## config.mk

```make
export PLATFORM = sky130hd
export DESIGN_NAME = cm_sort_arb
export DESIGN_NICKNAME = d
export VERILOG_FILES = /design/src/rtl/cm_pkg.sv /design/src/rtl/cm_rr_arb.sv /design/src/rtl/cm_sort_arb.sv
export SDC_FILE = /design/constraint.sdc
export NUM_CORES = 1
export LEC_CHECK = 0
export BUFFER_PORTS_ARGS = -buffer_cell sky130_fd_sc_hd__buf_4
export CAP_MARGIN = 40
export CELL_PAD_IN_SITES_DETAIL_PLACEMENT = 1
export CELL_PAD_IN_SITES_GLOBAL_PLACEMENT = 1
export CORE_MARGIN = 10
export CORE_UTILIZATION = 39
export CTS_CLUSTER_SIZE = 20
export DETAILED_ROUTE_END_ITERATION = 8
export PLACE_DENSITY_LB_ADDON = 0.1
export SYNTH_ARGS = -nofsm -noshare
export SYNTH_HDL_FRONTEND = slang
export SYNTH_HIERARCHICAL = 1
export SYNTH_SLANG_ARGS = --single-unit
```

## constraint.sdc

```tcl
create_clock -name i_clk -period 3.1 [get_ports i_clk]
set_input_delay 0.775 -clock i_clk [delete_from_list [all_inputs] [get_ports i_clk]]
set_output_delay 0.775 -clock i_clk [all_outputs]
set_load 0.02 [all_outputs]
```

## src/rtl/cm_pkg.sv

```systemverilog
// rtl/cm_pkg.sv - shared widths and FIFO entry type for the cm_sort arbiter
//
// Purpose: default vector geometry, the requester-ID width function and the
// output FIFO entry layout {id, data} used by cm_sort_arb.
// Ports: none (package).
// The entry struct is sized from CM_RCNT/CM_DCNT/CM_DWIDTH, so a different
// geometry is selected by changing these constants rather than by overriding
// parameters on a single instance.
package cm_pkg;

  localparam int CM_RCNT   = 4;
  localparam int CM_DCNT   = 8;
  localparam int CM_DWIDTH = 8;

  // Requester-ID width; a single requester still needs a 1-bit field.
  function automatic int cm_id_w(input int rcnt);
    return (rcnt > 1) ? $clog2(rcnt) : 1;
  endfunction

  typedef struct packed {
    logic [cm_id_w(CM_RCNT)-1:0]    id;
    logic [CM_DCNT*CM_DWIDTH-1:0]   data;
  } cm_entry_t;

endpackage

```

## src/rtl/cm_rr_arb.sv

```systemverilog
// rtl/cm_rr_arb.sv - round-robin arbiter with rotating priority pointer
//
// Purpose: grants the first requesting index at or above ptr (wrapping).
// Ports:
//   clk, rst  clock, synchronous active-high reset
//   req       request vector
//   en        grant is consumed this cycle (advances ptr when a request wins)
//   gnt       one-hot grant (combinational, independent of en)
//   gnt_id    binary index of gnt
module cm_rr_arb
  import cm_pkg::*;
#(
  parameter  int RCNT = 4,
  localparam int IDW  = cm_id_w(RCNT)
) (
  input  logic            clk,
  input  logic            rst,
  input  logic [RCNT-1:0] req,
  input  logic            en,
  output logic [RCNT-1:0] gnt,
  output logic [IDW-1:0]  gnt_id
);

  logic [IDW-1:0] ptr;
  logic [IDW-1:0] idx;
  logic           found;

  always_comb begin
    gnt    = '0;
    gnt_id = '0;
    found  = 1'b0;
    idx    = '0;
    for (int i = 0; i < RCNT; i++) begin
      idx = IDW'((int'(ptr) + i) % RCNT);
      if (!found && req[idx]) begin
        found    = 1'b1;
        gnt[idx] = 1'b1;
        gnt_id   = idx;
      end
    end
  end

  // Priority moves just past the winner; idle cycles leave it alone.
  always_ff @(posedge clk) begin
    if (rst) begin
      ptr <= '0;
    end else if (en && found) begin
      ptr <= (gnt_id == IDW'(RCNT - 1)) ? '0 : gnt_id + IDW'(1);
    end
  end

endmodule

```

## src/rtl/cm_sort_arb.sv

```systemverilog
// rtl/cm_sort_arb.sv - round-robin, credit-throttled front end sharing one cm_sort
//
// Purpose: arbitrates RCNT requesters onto a fixed-latency cm_sort pipeline,
// tags each vector with its requester ID and returns results in issue order
// through a first-word-fall-through FIFO.
// Optional: CM_SORT_ARB_STAT_EN adds o_gnt_cnt / o_stall_cnt statistics.
// Ports:
//   i_clk, i_rst   clock, synchronous active-high reset
//   i_req_vld      per-requester valid
//   i_req_data     per-requester vectors [RCNT][DCNT][DWIDTH]
//   o_req_rdy      one-hot accept
//   o_sort_vld     issue strobe to cm_sort
//   o_sort_data    registered vector to cm_sort
//   i_sort_vld     cm_sort result valid
//   i_sort_data    cm_sort result vector
//   o_vld, o_id, o_data, i_rdy   result channel (FIFO head)
//   o_err          sticky return-path error
//   o_gnt_cnt      per-requester handshake counters (stat build only)
//   o_stall_cnt    credit-blocked request cycles (stat build only)
module cm_sort_arb
  import cm_pkg::*;
#(
  parameter  int RCNT       = CM_RCNT,
  parameter  int DCNT       = CM_DCNT,
  parameter  int DWIDTH     = CM_DWIDTH,
  parameter  int SORT_LAT   = 1,
  parameter  int FIFO_DEPTH = 4,
  localparam int IDW        = cm_id_w(RCNT),
  localparam int DW         = DCNT * DWIDTH
) (
  input  logic                                i_clk,
  input  logic                                i_rst,
  input  logic [RCNT-1:0]                     i_req_vld,
  input  logic [RCNT-1:0][DCNT-1:0][DWIDTH-1:0] i_req_data,
  output logic [RCNT-1:0]                     o_req_rdy,
  output logic                                o_sort_vld,
  output logic [DW-1:0]                       o_sort_data,
  input  logic                                i_sort_vld,
  input  logic [DW-1:0]                       i_sort_data,
  output logic                                o_vld,
  output logic [IDW-1:0]                      o_id,
  output logic [DW-1:0]                       o_data,
  input  logic                                i_rdy,
  output logic                                o_err
`ifdef CM_SORT_ARB_STAT_EN
  ,
  output logic [RCNT-1:0][15:0]               o_gnt_cnt,
  output logic [15:0]                         o_stall_cnt
`endif
);

  localparam int CW = $clog2(FIFO_DEPTH + 1);
  localparam int PW = (FIFO_DEPTH > 1) ? $clog2(FIFO_DEPTH) : 1;

  logic [RCNT-1:0]               gnt;
  logic [IDW-1:0]                gnt_id;
  logic                          credit;
  logic                          hs;
  logic [CW-1:0]                 fifo_cnt;
  logic [CW-1:0]                 inflight;
  logic [IDW-1:0]                issue_id;
  logic [SORT_LAT-1:0]           tag_vld;
  logic [SORT_LAT-1:0][IDW-1:0]  tag_id;
  logic                          tag_out_vld;
  logic [IDW-1:0]                tag_out_id;
  cm_entry_t                     mem [FIFO_DEPTH];
  logic [PW-1:0]                 wr_ptr;
  logic [PW-1:0]                 rd_ptr;
  logic                          full;
  logic                          push_ok;
  logic                          pop;

  // Registered counts only: a pop returns its credit one cycle later.
  // inflight counts from the handshake, so the issue register is covered too.
  assign credit    = ({1'b0, fifo_cnt} + {1'b0, inflight}) < (CW + 1)'(FIFO_DEPTH);
  assign hs        = credit & (|i_req_vld);
  assign o_req_rdy = credit ? gnt : '0;

  cm_rr_arb #(.RCNT(RCNT)) u_arb (
    .clk    (i_clk),
    .rst    (i_rst),
    .req    (i_req_vld),
    .en     (credit),
    .gnt    (gnt),
    .gnt_id (gnt_id)
  );

  always_ff @(posedge i_clk) begin
    if (i_rst) begin
      o_sort_vld  <= 1'b0;
      o_sort_data <= '0;
      issue_id    <= '0;
    end else begin
      o_sort_vld <= hs;
      if (hs) begin
        o_sort_data <= i_req_data[gnt_id];
        issue_id    <= gnt_id;
      end
    end
  end

  // Tag pipe runs alongside cm_sort: stage 0 holds what cm_sort just received.
  always_ff @(posedge i_clk) begin
    if (i_rst) begin
      tag_vld <= '0;
      tag_id  <= '0;
    end else begin
      tag_vld[0] <= o_sort_vld;
      tag_id[0]  <= issue_id;
      for (int i = 1; i < SORT_LAT; i++) begin
        tag_vld[i] <= tag_vld[i-1];
        tag_id[i]  <= tag_id[i-1];
      end
    end
  end

  assign tag_out_vld = tag_vld[SORT_LAT-1];
  assign tag_out_id  = tag_id[SORT_LAT-1];

  always_ff @(posedge i_clk) begin
    if (i_rst) begin
      inflight <= '0;
    end else begin
      inflight <= inflight + CW'(hs) - CW'(tag_out_vld);
    end
  end

  assign full    = (fifo_cnt == CW'(FIFO_DEPTH));
  assign o_vld   = (fifo_cnt != '0);
  assign pop     = o_vld & i_rdy;
  assign push_ok = i_sort_vld & ~full;
  assign o_id    = mem[rd_ptr].id;
  assign o_data  = mem[rd_ptr].data;

  always_ff @(posedge i_clk) begin
    if (i_rst) begin
      fifo_cnt <= '0;
      wr_ptr   <= '0;
      rd_ptr   <= '0;
      for (int i = 0; i < FIFO_DEPTH; i++) begin
        mem[i] <= '0;
      end
    end else begin
      if (push_ok) begin
        mem[wr_ptr] <= '{id: tag_out_id, data: i_sort_data};
        wr_ptr      <= (wr_ptr == PW'(FIFO_DEPTH - 1)) ? '0 : wr_ptr + PW'(1);
      end
      if (pop) begin
        rd_ptr <= (rd_ptr == PW'(FIFO_DEPTH - 1)) ? '0 : rd_ptr + PW'(1);
      end
      fifo_cnt <= fifo_cnt + CW'(push_ok) - CW'(pop);
    end
  end

  // Any return strobe not matched by a tag (or vice versa), or a push into a
  // full FIFO, means cm_sort and this block have lost step.
  always_ff @(posedge i_clk) begin
    if (i_rst) begin
      o_err <= 1'b0;
    end else if ((i_sort_vld != tag_out_vld) || (i_sort_vld && full)) begin
      o_err <= 1'b1;
    end
  end

`ifdef CM_SORT_ARB_STAT_EN
  logic stall;
  assign stall = (|i_req_vld) & ~credit;

  always_ff @(posedge i_clk) begin
    if (i_rst) begin
      o_gnt_cnt   <= '0;
      o_stall_cnt <= '0;
    end else begin
      for (int r = 0; r < RCNT; r++) begin
        if (o_req_rdy[r] && i_req_vld[r] && (o_gnt_cnt[r] != 16'hFFFF)) begin
          o_gnt_cnt[r] <= o_gnt_cnt[r] + 16'd1;
        end
      end
      if (stall && (o_stall_cnt != 16'hFFFF)) begin
        o_stall_cnt <= o_stall_cnt + 16'd1;
      end
    end
  end
`endif

endmodule

```

* Word level (Yosys, flattened, before mapping)
Memory sizes are Yosys's and may differ from the RTL's. A register that Yosys moved wholly into a read port is not among the register bits. Index checks and enable logic that the tools add are counted.
Word-level totals: latch bits 0, memories kept 1, flip-flop bits (word level) 83, bits of input ports 328, output and inout bits 137, memory bits (read-only) 0, RAM bits 264, word-level logic and storage cells 105
Memories:
- mem | depth 4, width 66, rd ports 1, clocked after Yosys merged registers in 1, write ports 4, RTL line cm_sort_arb.sv:66 | cm_entry_t mem [FIFO_DEPTH];
Cells by class: eq/ne operators 5, $lt $le $gt $ge 10, bitwise gates (word level) 7, div/mod/pow operators 0, $add $sub $neg 11, reductions and logical operators 16, shift operators 0, multiplexer cells 44, multiply operators 0
Operators by type and width (count):
- binary-select mux 64 bit (select 2 bit) | 1
- 2-to-1 mux 66 bit | 1
- OR reduction 66 bit | 1
- 2-to-1 mux 64 bit | 1
- 2-to-1 mux 2 bit | 10
- 2-to-1 mux 4 bit | 5
- 2-to-1 mux 1 bit | 18
- < comparator 2 x 3 -> 1 bit, second input constant | 5
- OR 4 bit | 3
- logical AND 1 bit | 9
- adder 2 x 1 -> 2 bit, second input constant | 4
- binary-select mux 1 bit (select 2 bit) | 4
- demux 1 bit (select 2 bit) | 4
- >= comparator 2 x 1 -> 1 bit, second input constant | 4
- adder 3 x 1 -> 3 bit | 2
- equality test 2 bit, second input constant | 3
- subtractor 3 x 1 -> 3 bit | 2
- adder 2 bit, second input constant | 2
- adder 3 x 3 -> 4 bit | 1
- < comparator 4 x 3 -> 1 bit, second input constant | 1
- OR reduction 4 bit | 1
- bitwise AND 1 bit | 3
- equality test 3 bit, second input constant | 1
- logical NOT 1 bit | 3
- 4 further kinds | 4

* Depth between registers and ports, before layout
Gate-level depths: netlist (run 1).
word-level depth 14, mapped depth 12, depth with buffers taken out 10

* Hierarchy
The synthesis (run 1) kept the hierarchy.
By module, submodules not included:
- cm_sort_arb | times used 1, cells each 1119, sequential area each 9589.2 um^2, area an instance 16841.2 um^2
- cm_rr_arb | times used 1, cells each 57, sequential area each 40.0 um^2, area an instance 540.5 um^2

* Worst setup path before layout (run 1)
No wires, ideal clock.
path kind reg2reg, start register u_arb.ptr[0], end register o_sort_data[44], buffers on the path 3, stages on the path, launching flop included 13, slack -0.067 ns, period minus slack after synthesis 3.167 ns, library setup time 0.132 ns, arrival time 3.035 ns, data required time 2.968 ns, cell sequence dfxtp_1 > buf_6 > inv_1 > ha_1 > mux4_2 > nor2b_1 > o21a_1 > or2_1 > buf_4 > buf_4 > mux4_2 > nand4_1 > a21oi_1
On the way: longest elaborated chain between the ends 14, elaborated cells between the ends (all ways) 26, classes of those cells add/sub: 3; mux: 17; reduce/logical: 6
Ends and longest elaborated chain:
- start, declared | RTL line cm_rr_arb.sv:24 | logic [IDW-1:0] ptr;
- start signal, assigned | RTL line cm_rr_arb.sv:48 | ptr <= (gnt_id == IDW'(RCNT - 1)) ? '0 : gnt_id + IDW'(1);
- parallel branches: the longest is 11 deep, another holds adder 2 x 1 -> 2 bit
- 2-to-1 mux 2 bit * | RTL line cm_rr_arb.sv:35 | if (!found && req[idx]) begin
- net gnt_id[0] | RTL line cm_sort_arb.sv:56 | logic [IDW-1:0] gnt_id;
- binary-select mux 64 bit (select 2 bit) * | RTL line cm_sort_arb.sv:96 | o_sort_data <= i_req_data[gnt_id];
- 2-to-1 mux 64 bit (implied by the code) * | RTL line cm_sort_arb.sv:96
- end signal, assigned | RTL line cm_sort_arb.sv:96
- end, declared | RTL line cm_sort_arb.sv:37 | output logic [DW-1:0] o_sort_data,
Mark *: on every way through the listed nets, which the timed path passes. The select of a mux whose other input is x is not followed. A chain may end at the register's enable or synchronous reset.

* Final worst setup path (run 1)
start register u_arb.ptr[0], end output port o_req_rdy[1]
On the way: longest elaborated chain between the ends 13, elaborated cells between the ends (all ways) 48, classes of those cells add/sub: 3; order compare: 8; mux: 24; bitwise: 3; reduce/logical: 10
Ends and longest elaborated chain:
- parallel branches: the longest is 11 deep, another holds < comparator 2 x 3 -> 1 bit
- 2-to-1 mux 4 bit * | RTL line cm_rr_arb.sv:35
- net gnt[1] | RTL line cm_sort_arb.sv:55 | logic [RCNT-1:0] gnt;
- 2-to-1 mux 4 bit * | RTL line cm_sort_arb.sv:77 | assign o_req_rdy = credit ? gnt : '0;
- end, declared | RTL line cm_sort_arb.sv:35 | output logic [RCNT-1:0] o_req_rdy,
Marked as above.

==> results of run 1 <==
-- routing by layer --
metal | routed length [um] | vias up | GRT usage, %
li1 | - | 5497 | -
met4 | 1050 | 0 | 4.79
met2 | 32700 | 351 | 41.1
met5 | 0 | - | 0
met3 | 3210 | 44 | 4.81
met1 | 22200 | 6201 | 24.2
-- Yosys cell counts (2+ instances only) --
cell type / n / area share, %
a21oi_1: 68 / 2.0
a22oi_1: 4 / 0.17
and2_1: 264 / 9.5
and3_1: 5 / 0.18
buf_1: 3 / 0.065
buf_2: 27 / 0.78
buf_4: 13 / 0.56
buf_6: 27 / 1.7
clkbuf_1: 42 / 0.91
dfxtp_1: 85 / 9.8
edfxtp_1: 264 / 46
fa_1: 2 / 0.23
ha_1: 15 / 1.1
inv_1: 13 / 0.28
mux2_2: 4 / 0.26
mux2i_1: 3 / 0.17
mux4_2: 134 / 17
nand2_1: 10 / 0.22
nand3b_1: 2 / 0.086
nand4_1: 64 / 2.3
nor2_1: 6 / 0.13
nor2b_1: 11 / 0.40
nor3_1: 2 / 0.058
nor3_2: 2 / 0.12
nor4_2: 2 / 0.14
nor4b_4: 3 / 0.41
o211ai_1: 4 / 0.17
o21ai_0: 2 / 0.058
o31ai_1: 28 / 1.2
o31ai_2: 39 / 2.8
or2_2: 3 / 0.11
or3_1: 4 / 0.14
or4_1: 2 / 0.086
xnor2_1: 4 / 0.20
-- report_power, final --
group	total (W)	internal, W	switching, W
clock network	0.00429	0.00246	0.00183
logic	0.00876	0.00417	0.00458
registers	0.00640	0.00592	0.000477
total	0.0194	0.0126	0.00689
-- what timing repair did --
action	CTS	global route
gates resized for setup	15	0
endpoints found under the setup margin	4	14
pin swaps	4	3
endpoints found under the hold margin	0	0
buffers inserted	8	1
-- worst paths after layout --
| path | start | end | cells after the start |
|---|---|---|---|
| setup reg to reg | u_arb/ptr[0] | o_sort_data[56] | 12 |
| hold reg to reg | o_sort_data[58] | o_sort_data[58] | 2 |
| setup / recovery | u_arb/ptr[0] | o_req_rdy[1] | 8 |
| hold / removal | o_sort_data[58] | o_sort_data[58] | 2 |
-- metrics by stage --
step,std cells,hold WS (ns)
detailed placement,2194,0.467
floorplan,1176,0.441
CTS,2269,0.474
global route,2270,0.484
global placement,2193,0.457
finish,2270,0.470
-- sequential cells by signal, summed over array words and instances, names as in the netlist, named ones only --
name / cells
mem: 264
u_arb/ptr: 2
fifo_cnt: 3
tag_id: 2
o_sort_vld: 1
issue_id: 2
o_err: 1
o_sort_data: 64
inflight: 3
rd_ptr: 2
tag_out_vld: 1
wr_ptr: 2
-- critical path: stages (launching register included) --
cell	delay, ns
dfxtp_2	0.34
inv_2	0.07
ha_4	0.28
mux4_2	0.38
nor4b_4	0.39
nand2_1	0.12
o211ai_1	0.09
and3_1	0.21
buf_6	0.13
-- final cells by class --
type                    count  area (um^2)
fillers                  4496        21000
flip-flops and latches    349         9640
clock buffers              56         1060
repair buffers            547         4390
clock inverters            11         96.3
well taps                 592          741
inverters                  14         52.6
multi-input cells         701         7110
-- logic make-up after synthesis --
| group | count (synthesis) | share of synthesized area [%] |
|---|---|---|
| xor gates and xnor gates | 4 | 0.202 |
| DFF | 349 | 55.4 |
| muxes | 141 | 17.8 |
| AOI/OAI and AO/OA | 152 | 6.73 |
| adders and majority gates | 17 | 1.31 |
| buffers and inverters | 126 | 4.36 |
| and+or+nand+nor | 387 | 14.2 |
==> metrics.md, run 1 <==
| Metric | Value |
|---|---|
| Syn Area/Cell | `14.8 um^2` |
| Least-Margin Pin Slew | `0.800 ns` |
| CP startpoint kind | `flip-flop` |
| TNS Setup | `-0.724 ns` |
| Crit share post-route | `107%` |
| Layout Nets | `1996` |
| Yosys warnings | `6` |
| DRT Wirelength | `59100 um` |
| Post-synth design cell area | `17400 um^2` |
| Crit path DAT | `2.54 ns` |
| Status | `complete, but fails checks` |
| Syn_nets | `1521` |
| Total CTS buffers | `38` |
| Chip height | `231 um` |
| Vias per cell | `5.33` |
| Pwr dens | `843 nW/um^2` |
| Reg clk slew, reported paths | `0.06 ns` |
| Pin count of the biggest net entering global routing | `67` |
| Hold Vio Cnt, Final | `0` |
| DRC viols | `0` |
| Maxcap violations | `0` |
| Most frequent cells in the layout | `buf_4 (521), and2_1 (264), edfxtp_1 (264)` |
| Seq/Total Area, Yosys | `55.4%` |
| Die Area | `53400 um^2` |
| Leak pwr | `9.14 nW` |
| Pre-CTS WS | `-0.227 ns` |
| Drt first pass iters | `4` |
| Cell area after layout | `23100 um^2` |
| Failing checks | `setup timing` |
| Chip width | `231 um` |
| Cells after synthesis | `1176` |
| Worst Path Max Fanout | `5` |
| Min-Delay Path Class | `reg -> reg` |
| Reg-to-reg setup timing slack | `0.12 ns` |
| Flops & latches, synth | `349` |
| Final HPWL DP | `42800 um` |
| FFs w/ async S/R, synth | `0%` |
| Library cells used by synthesis | `49` |
| Total power | `0.0194 W` |
| Worst Path Required | `2.32 ns` |
| Max IR drop VDD | `0.423 mV` |
| Placer Congestion | `0.851` |
| Max Clk Rate | `0.301 GHz` |
| CTS tree | `done` |
| Initial antenna violation count | `0` |
| GR Overflow Total | `0` |
| ANT cells | `0` |
| RSZ-0062 raised after global routing | `true` |
| Core Region | `44100 um^2` |
| Clock sink count | `349` |
| Area Overhead vs Synth | `32.8%` |
| Clock Skews | `0.0195 ns` |
| Most used DFF post-synth | `edfxtp_1` |
| # rows | `77` |
| H-tree depth | `2` |
| Via count | `12100` |
| ANT nets after route | `0` |
| Finish-stage setup viols | `4` |
| WL per Instance | `26.1 um` |
| Crit end category | `primary output` |
| Util after Layout | `52.3%` |
| Worst Setup Path Type | `reg -> out` |
| Global-route wire length before repair | `88700 um` |
| Number of placed I/O pins | `465` |
| Max-slew violation count | `0` |
| Relative slew slack | `46.7%` |
| Post-synth EDFFs | `264` |
| PortBufs | `464` |
| Most common cell after layout, fill and taps aside | `buf_4` |
| CTS Hold Bufs | `0` |
| Area after DPL | `21800 um^2` |
| CTS max path bufs | `3` |
| Clock latency on the worst-skew pair | `0.54 ns` |
| Vias in the first global route | `13800` |
| Layout cells sized above 1 | `48.0%` |
| CTS Root Cell | `clkbuf_16` |
| Tmin final | `3.32 ns` |
| Initial Util | `39.4%` |
| Total Routing Usage GR | `21.7%` |
| Initial drt markers | `736` |
| Min setup slack post-route | `-0.218 ns` |
Power figures use the tool's default switching activity.
==> run 2, diff against run 1 <==
--- a/config.mk
+++ b/config.mk
@@ -13,8 +13,10 @@
 export CORE_UTILIZATION = 39
 export CTS_CLUSTER_SIZE = 20
 export DETAILED_ROUTE_END_ITERATION = 8
+export HOLD_SLACK_MARGIN = 0.15
 export PLACE_DENSITY_LB_ADDON = 0.1
 export SYNTH_ARGS = -nofsm -noshare
 export SYNTH_HDL_FRONTEND = slang
 export SYNTH_HIERARCHICAL = 1
 export SYNTH_SLANG_ARGS = --single-unit
+export TNS_END_PERCENT = 30
==> run 2 against run 1 <==
Effect of this change:
- the run still ends with setup timing left
- maximum frequency grew 0.26%
- global-route usage unchanged
- critical path depth unchanged
- critical endpoint unchanged
- largest power group unchanged
- highest routed layer unchanged
==> metrics.md, run 2 (same netlist as run 1, synthesis figures left out) <==
| Metric | Value |
|---|---|
| Status | `complete, but fails checks` |
| Failing checks | `setup timing` |
| CTS Root Cell | `clkbuf_16` |
| Max IR drop VDD | `0.423 mV` |
| Least-Margin Pin Slew | `0.791 ns` |
| Min setup slack post-route | `-0.210 ns` |
| Number of flip-flops in the largest register | `264` |
| DRT Wirelength | `59100 um` |
| Clock Skews | `0.0191 ns` |
| Relative slew slack | `47.2%` |
| CTS Hold Bufs | `0` |
| Cell area after layout | `23100 um^2` |
| Combinational Power Share | `44.9%` |
| Clock sink count | `349` |
| Sw Pwr | `0.00689 W` |
| CTS tree | `done` |
| WL per Instance | `26.0 um` |
| Max-slew violation count | `0` |
| Most common cell after layout, fill and taps aside | `buf_4` |
| Most frequent cells in the layout | `buf_4 (519), and2_1 (264), edfxtp_1 (264)` |
| Initial Util | `39.4%` |
| Maxcap violations | `0` |
| Crit end category | `primary output` |
| Initial antenna violation count | `0` |
| Clk pwr share | `22.1%` |
| Finish-stage setup viols | `4` |
| Total CTS buffers | `38` |
| Layout cells sized above 1 | `47.9%` |
| Initial drt markers | `712` |
| Number of placed I/O pins | `465` |
| Drt first pass iters | `5` |
| Vias per cell | `5.33` |
| Largest reg by FF count | `mem` |
| Pre-CTS WS | `-0.227 ns` |
| ANT cells | `0` |
| Final hold slack | `0.471 ns` |
| ANT nets after route | `0` |
| Area after DPL | `21800 um^2` |
| Hold Vio Cnt, Final | `0` |
| RSZ-0062 raised after global routing | `true` |
| Final HPWL DP | `42800 um` |
| Crit path DAT | `2.53 ns` |
| Tmin final | `3.31 ns` |
| Flop pwr share | `33.0%` |
| Chip height | `231 um` |
| CTS max path bufs | `3` |
| Placer Congestion | `0.851` |
| Pwr dens | `843 nW/um^2` |
| Largest regs | `mem x264, o_sort_data x64` |
| Worst Setup Path Type | `reg -> out` |
| Vias in the first global route | `13800` |
| Chip width | `231 um` |
| H-tree depth | `2` |
| # rows | `77` |
| Layout Nets | `1995` |
| Worst Path Required | `2.32 ns` |
| Die Area | `53400 um^2` |
| Int Power | `0.0125 W` |
| Sw Ratio | `35.5%` |
| Reg clk slew, reported paths | `0.06 ns` |
| Crit share post-route | `107%` |
| Pin count of the biggest net entering global routing | `67` |
| Worst Path Max Fanout | `5` |
| PortBufs | `464` |
| Total power | `0.0194 W` |
| Area Overhead vs Synth | `32.7%` |
| Leak pwr | `9.13 nW` |
| Via count | `12100` |
| Max Clk Rate | `0.302 GHz` |
| CP startpoint kind | `flip-flop` |
| Clock latency on the worst-skew pair | `0.53 ns` |
| Global-route wire length before repair | `88700 um` |
| Total Routing Usage GR | `21.7%` |
| Core Region | `44100 um^2` |
| DRC viols | `0` |
| Min-Delay Path Class | `reg -> reg` |
| GR Overflow Total | `0` |
-- run 2: cell types whose count changed in the layout (fill, tap and decap cells not counted) --
cell and delta:
buf_4 -2, buf_16 -1, buf_6 +2
-- run 2: layout make-up --
cell class / count / area [um^2]
fill: 4496 / 21100
sequential: 349 / 9640
multi-input combinational: 701 / 7110
timing repair buffer: 546 / 4370
clock buffer: 56 / 1060
tap: 592 / 741
clock inverter: 11 / 96.3
inverter: 14 / 52.6
-- run 2: metal layers --
| layer | global-route usage (%) | share of wire (%) | wire [um] |
|---|---|---|---|
| met5 | 0 | 0 | 0 |
| met4 | 4.79 | 1.8 | 1090 |
| met3 | 4.81 | 5.3 | 3140 |
| met2 | 41.1 | 55 | 32600 |
| met1 | 24.2 | 38 | 22300 |
-- run 2: path summary, 6_finish.rpt --
path,startpoint,end,slack (ns),depth (start not counted)
setup / recovery,u_arb/ptr[0],o_req_rdy[1],-0.21,8
hold / removal,o_sort_data[58],o_sort_data[58],0.47,2
setup reg to reg,u_arb/ptr[0],o_sort_data[49],0.12,12
hold reg to reg,o_sort_data[58],o_sort_data[58],0.47,2
-- run 2: power by group through the flow --
stage	Combinational (W)	Sequential, W	Clock [W]
after floorplan	0.00485	0.00690	0
after global placement	0.00860	0.00647	0
after detailed placement	0.00870	0.00652	0
after CTS	0.00884	0.00643	0.00441
after global routing	0.00929	0.00652	0.00462
final	0.00871	0.00642	0.00430
-- run 2: metrics by stage --
stage / std cells / util [%] / setup TNS, ns
global route: 2269 / 52.3 / -1.24
floorplan: 1176 / - / 0
global placement: 2193 / 49.3 / -8.31
detailed placement: 2194 / 49.4 / -11.45
CTS: 2269 / 52.2 / -0.744
finish: 2269 / 52.3 / -0.717
-- run 2: critical path: stages, from the launching register on --
cell	delay [ns]
dfxtp_2	0.34
inv_2	0.07
ha_4	0.28
mux4_2	0.38
nor4b_4	0.39
nand2_1	0.12
o211ai_1	0.09
and3_1	0.21
buf_6	0.13
-- run 2: repair_timing --
item / 4_1_cts / 5_1_grt
cloned: 0 / 0
gates resized for setup: 15 / 2
setup endpoints to repair: 4 / 14
buffers inserted: 8 / 0
pin swaps: 6 / 1
==> run 3, diff against run 2 <==
--- a/config.mk
+++ b/config.mk
@@ -14,7 +14,8 @@
 export CTS_CLUSTER_SIZE = 20
 export DETAILED_ROUTE_END_ITERATION = 8
 export HOLD_SLACK_MARGIN = 0.15
-export PLACE_DENSITY_LB_ADDON = 0.1
+export PLACE_DENSITY = 0.88
+export RECOVER_POWER = 50
 export SYNTH_ARGS = -nofsm -noshare
 export SYNTH_HDL_FRONTEND = slang
 export SYNTH_HIERARCHICAL = 1
==> run 3 against run 2 <==
Effect of this change:
- the flow finishes with violations (capacitance limit, slew limit, setup timing)
- sequential cell count unchanged
- die area unchanged
- power decreased by 0.19%
- worst setup slack got worse by 0.051 ns
- sequential power increased by 0.9%
- sequential share of layout area increased by 0.69 points
- via count increased by 4.7%
- combinational power decreased by 4.6%
- non-clock buffer count decreased by 6
- count of clock-buffer cells in the layout decreased by 8
- hold slack got worse by 0.0022 ns
- critical endpoint is now o_req_rdy[0]
==> metrics.md, run 3 (same netlist as run 1, synthesis figures left out) <==
| Metric | Value |
|---|---|
| Status | `complete, but fails checks` |
| Failing checks | `capacitance limit, slew limit, setup timing` |
| Worst Setup Path Type | `reg -> out` |
| Placer Congestion | `0.966` |
| Max-slew violation count | `151` |
| PortBufs | `464` |
| DRT Wirelength | `64800 um` |
| Relative slew slack | `-19.9%` |
| Core Region | `44100 um^2` |
| R2R cell count | `11` |
| Fill cells | `4529` |
| Worst Path Required | `2.32 ns` |
| Pin count of the biggest net entering global routing | `85` |
| Total Routing Usage GR | `23.4%` |
| Area Overhead vs Synth | `30.6%` |
| Initial drt markers | `967` |
| Global-route wire length before repair | `93700 um` |
| Clock latency on the worst-skew pair | `0.56 ns` |
| Crit path DAT | `2.59 ns` |
| Finish-stage setup viols | `4` |
| H-tree depth | `2` |
| Via count | `12700` |
| ANT nets after route | `0` |
| Largest regs | `mem x264, o_sort_data x64` |
| Util after Layout | `51.4%` |
| Largest reg by FF count | `mem` |
| Area of the multi-input gates | `7020 um^2` |
| Vias per cell | `5.55` |
| Min-Delay Path Class | `reg -> reg` |
| Cell area after layout | `22700 um^2` |
| DRC viols | `0` |
| Most frequent cells in the layout | `buf_4 (440), edfxtp_1 (264), and2_1 (244)` |
| Tmin final | `3.36 ns` |
| TNS Setup | `-0.978 ns` |
| Finished Layout Cells | `2281` |
| Total CTS buffers | `39` |
| CP startpoint kind | `flip-flop` |
| Hold Vio Cnt, Final | `0` |
| Max Clk Rate | `0.298 GHz` |
| Worst Path Max Fanout | `6` |
| Layout cells sized above 1 | `43.2%` |
| Drt first pass iters | `5` |
| CTS max path bufs | `3` |
| Crit share post-route | `108%` |
| Chip height | `231 um` |
| Leak pwr | `8.80 nW` |
| Chip width | `231 um` |
| Number of placed I/O pins | `465` |
| CTS Root Cell | `clkbuf_16` |
| Number of flip-flops in the largest register | `264` |
| Final HPWL DP | `47200 um` |
| Min setup slack post-route | `-0.260 ns` |
| Area after DPL | `21700 um^2` |
| Cells after DPL | `2185` |
| Crit end category | `primary output` |
| Clock Skews | `0.0123 ns` |
| Initial antenna violation count | `16` |
| # rows | `77` |
| Clock sink count | `349` |
| Max IR drop VDD | `0.498 mV` |
| Hold path depth | `2` |
| Reg-to-reg setup timing slack | `0.01 ns` |
| Reg clk slew, reported paths | `0.06 ns` |
| Vias in the first global route | `14100` |
| Pwr dens | `855 nW/um^2` |
| Layout Nets | `1990` |
| Register area | `9640 um^2` |
| Most common cell after layout, fill and taps aside | `buf_4` |
| Die Area | `53400 um^2` |
| CTS tree | `done` |
| Least-Margin Pin Slew | `1.80 ns` |
| Maxcap violations | `2` |
| WL per Instance | `28.4 um` |
| Initial Util | `39.4%` |
| GR Overflow Total | `0` |
| RSZ-0062 raised after global routing | `true` |
==> run 3: cell count changes in the layout (fill, tap and decap cells not counted), sizes merged <==
cell / delta
bufinv: +3
clkbuf: +72
buf: -86
clkinv: +6
inv: -1
diode: +17
clkinvlp: +1
==> run 3: cell type report <==
cell class / instances / area share [%]
flip-flops and latches: 349 / 42.5
well taps: 592 / 3.26
repair buffers: 540 / 17.4
inverters: 14 / 0.243
clock inverters: 20 / 0.932
diodes: 17 / 0.187
multi-input cells: 701 / 30.9
clock buffers: 48 / 4.54
==> run 3: layer usage <==
metal,global-route usage [%],vias up,wire length [um]
li1,-,5497,-
met5,0,-,0
met4,16.3,0,4590
met1,24.1,6429,22000
met3,5.39,145,4450
met2,41.8,596,33800
==> run 3: worst paths after layout <==
check	start	to
hold reg to reg	o_sort_data[7]	o_sort_data[7]
setup / recovery	u_arb/ptr[1]	o_req_rdy[0]
hold / removal	o_sort_data[7]	o_sort_data[7]
setup reg to reg	u_arb/ptr[1]	o_sort_data[31]
==> run 3: repair_timing <==
action                     in CTS  in global routing
pin swaps                       4                  4
setup buffers                   4                  7
hold endpoints to repair        0                  0
gates resized for setup         6                  8
setup endpoints to repair       4                 49
hold buffers                    0                  0
==> run 3: critical path, cell delays in order (launching register included) <==
cell and delay [ns]:
dfxtp_2 0.36, buf_6 0.14, mux4_2 0.57, nor4b_4 0.43, nand2_1 0.09, o211ai_1 0.12
and3_1 0.21, buf_6 0.12
==> run 3: metrics by stage <==
stage               power (W)  setup WS (ns)  hold slack, ns
CTS                    0.0198         -0.289           0.473
finish                 0.0194         -0.260           0.468
detailed placement     0.0151         -0.232           0.465
floorplan              0.0118       0.000510           0.441
global route           0.0202         -0.360           0.488
global placement       0.0148         -0.111           0.457
==> run 3: power breakdown <==
part	internal, W	total (W)	switching, W
Sequential	0.00593	0.00648	0.000552
Clock	0.00270	0.00460	0.00190
Combinational	0.00373	0.00831	0.00458
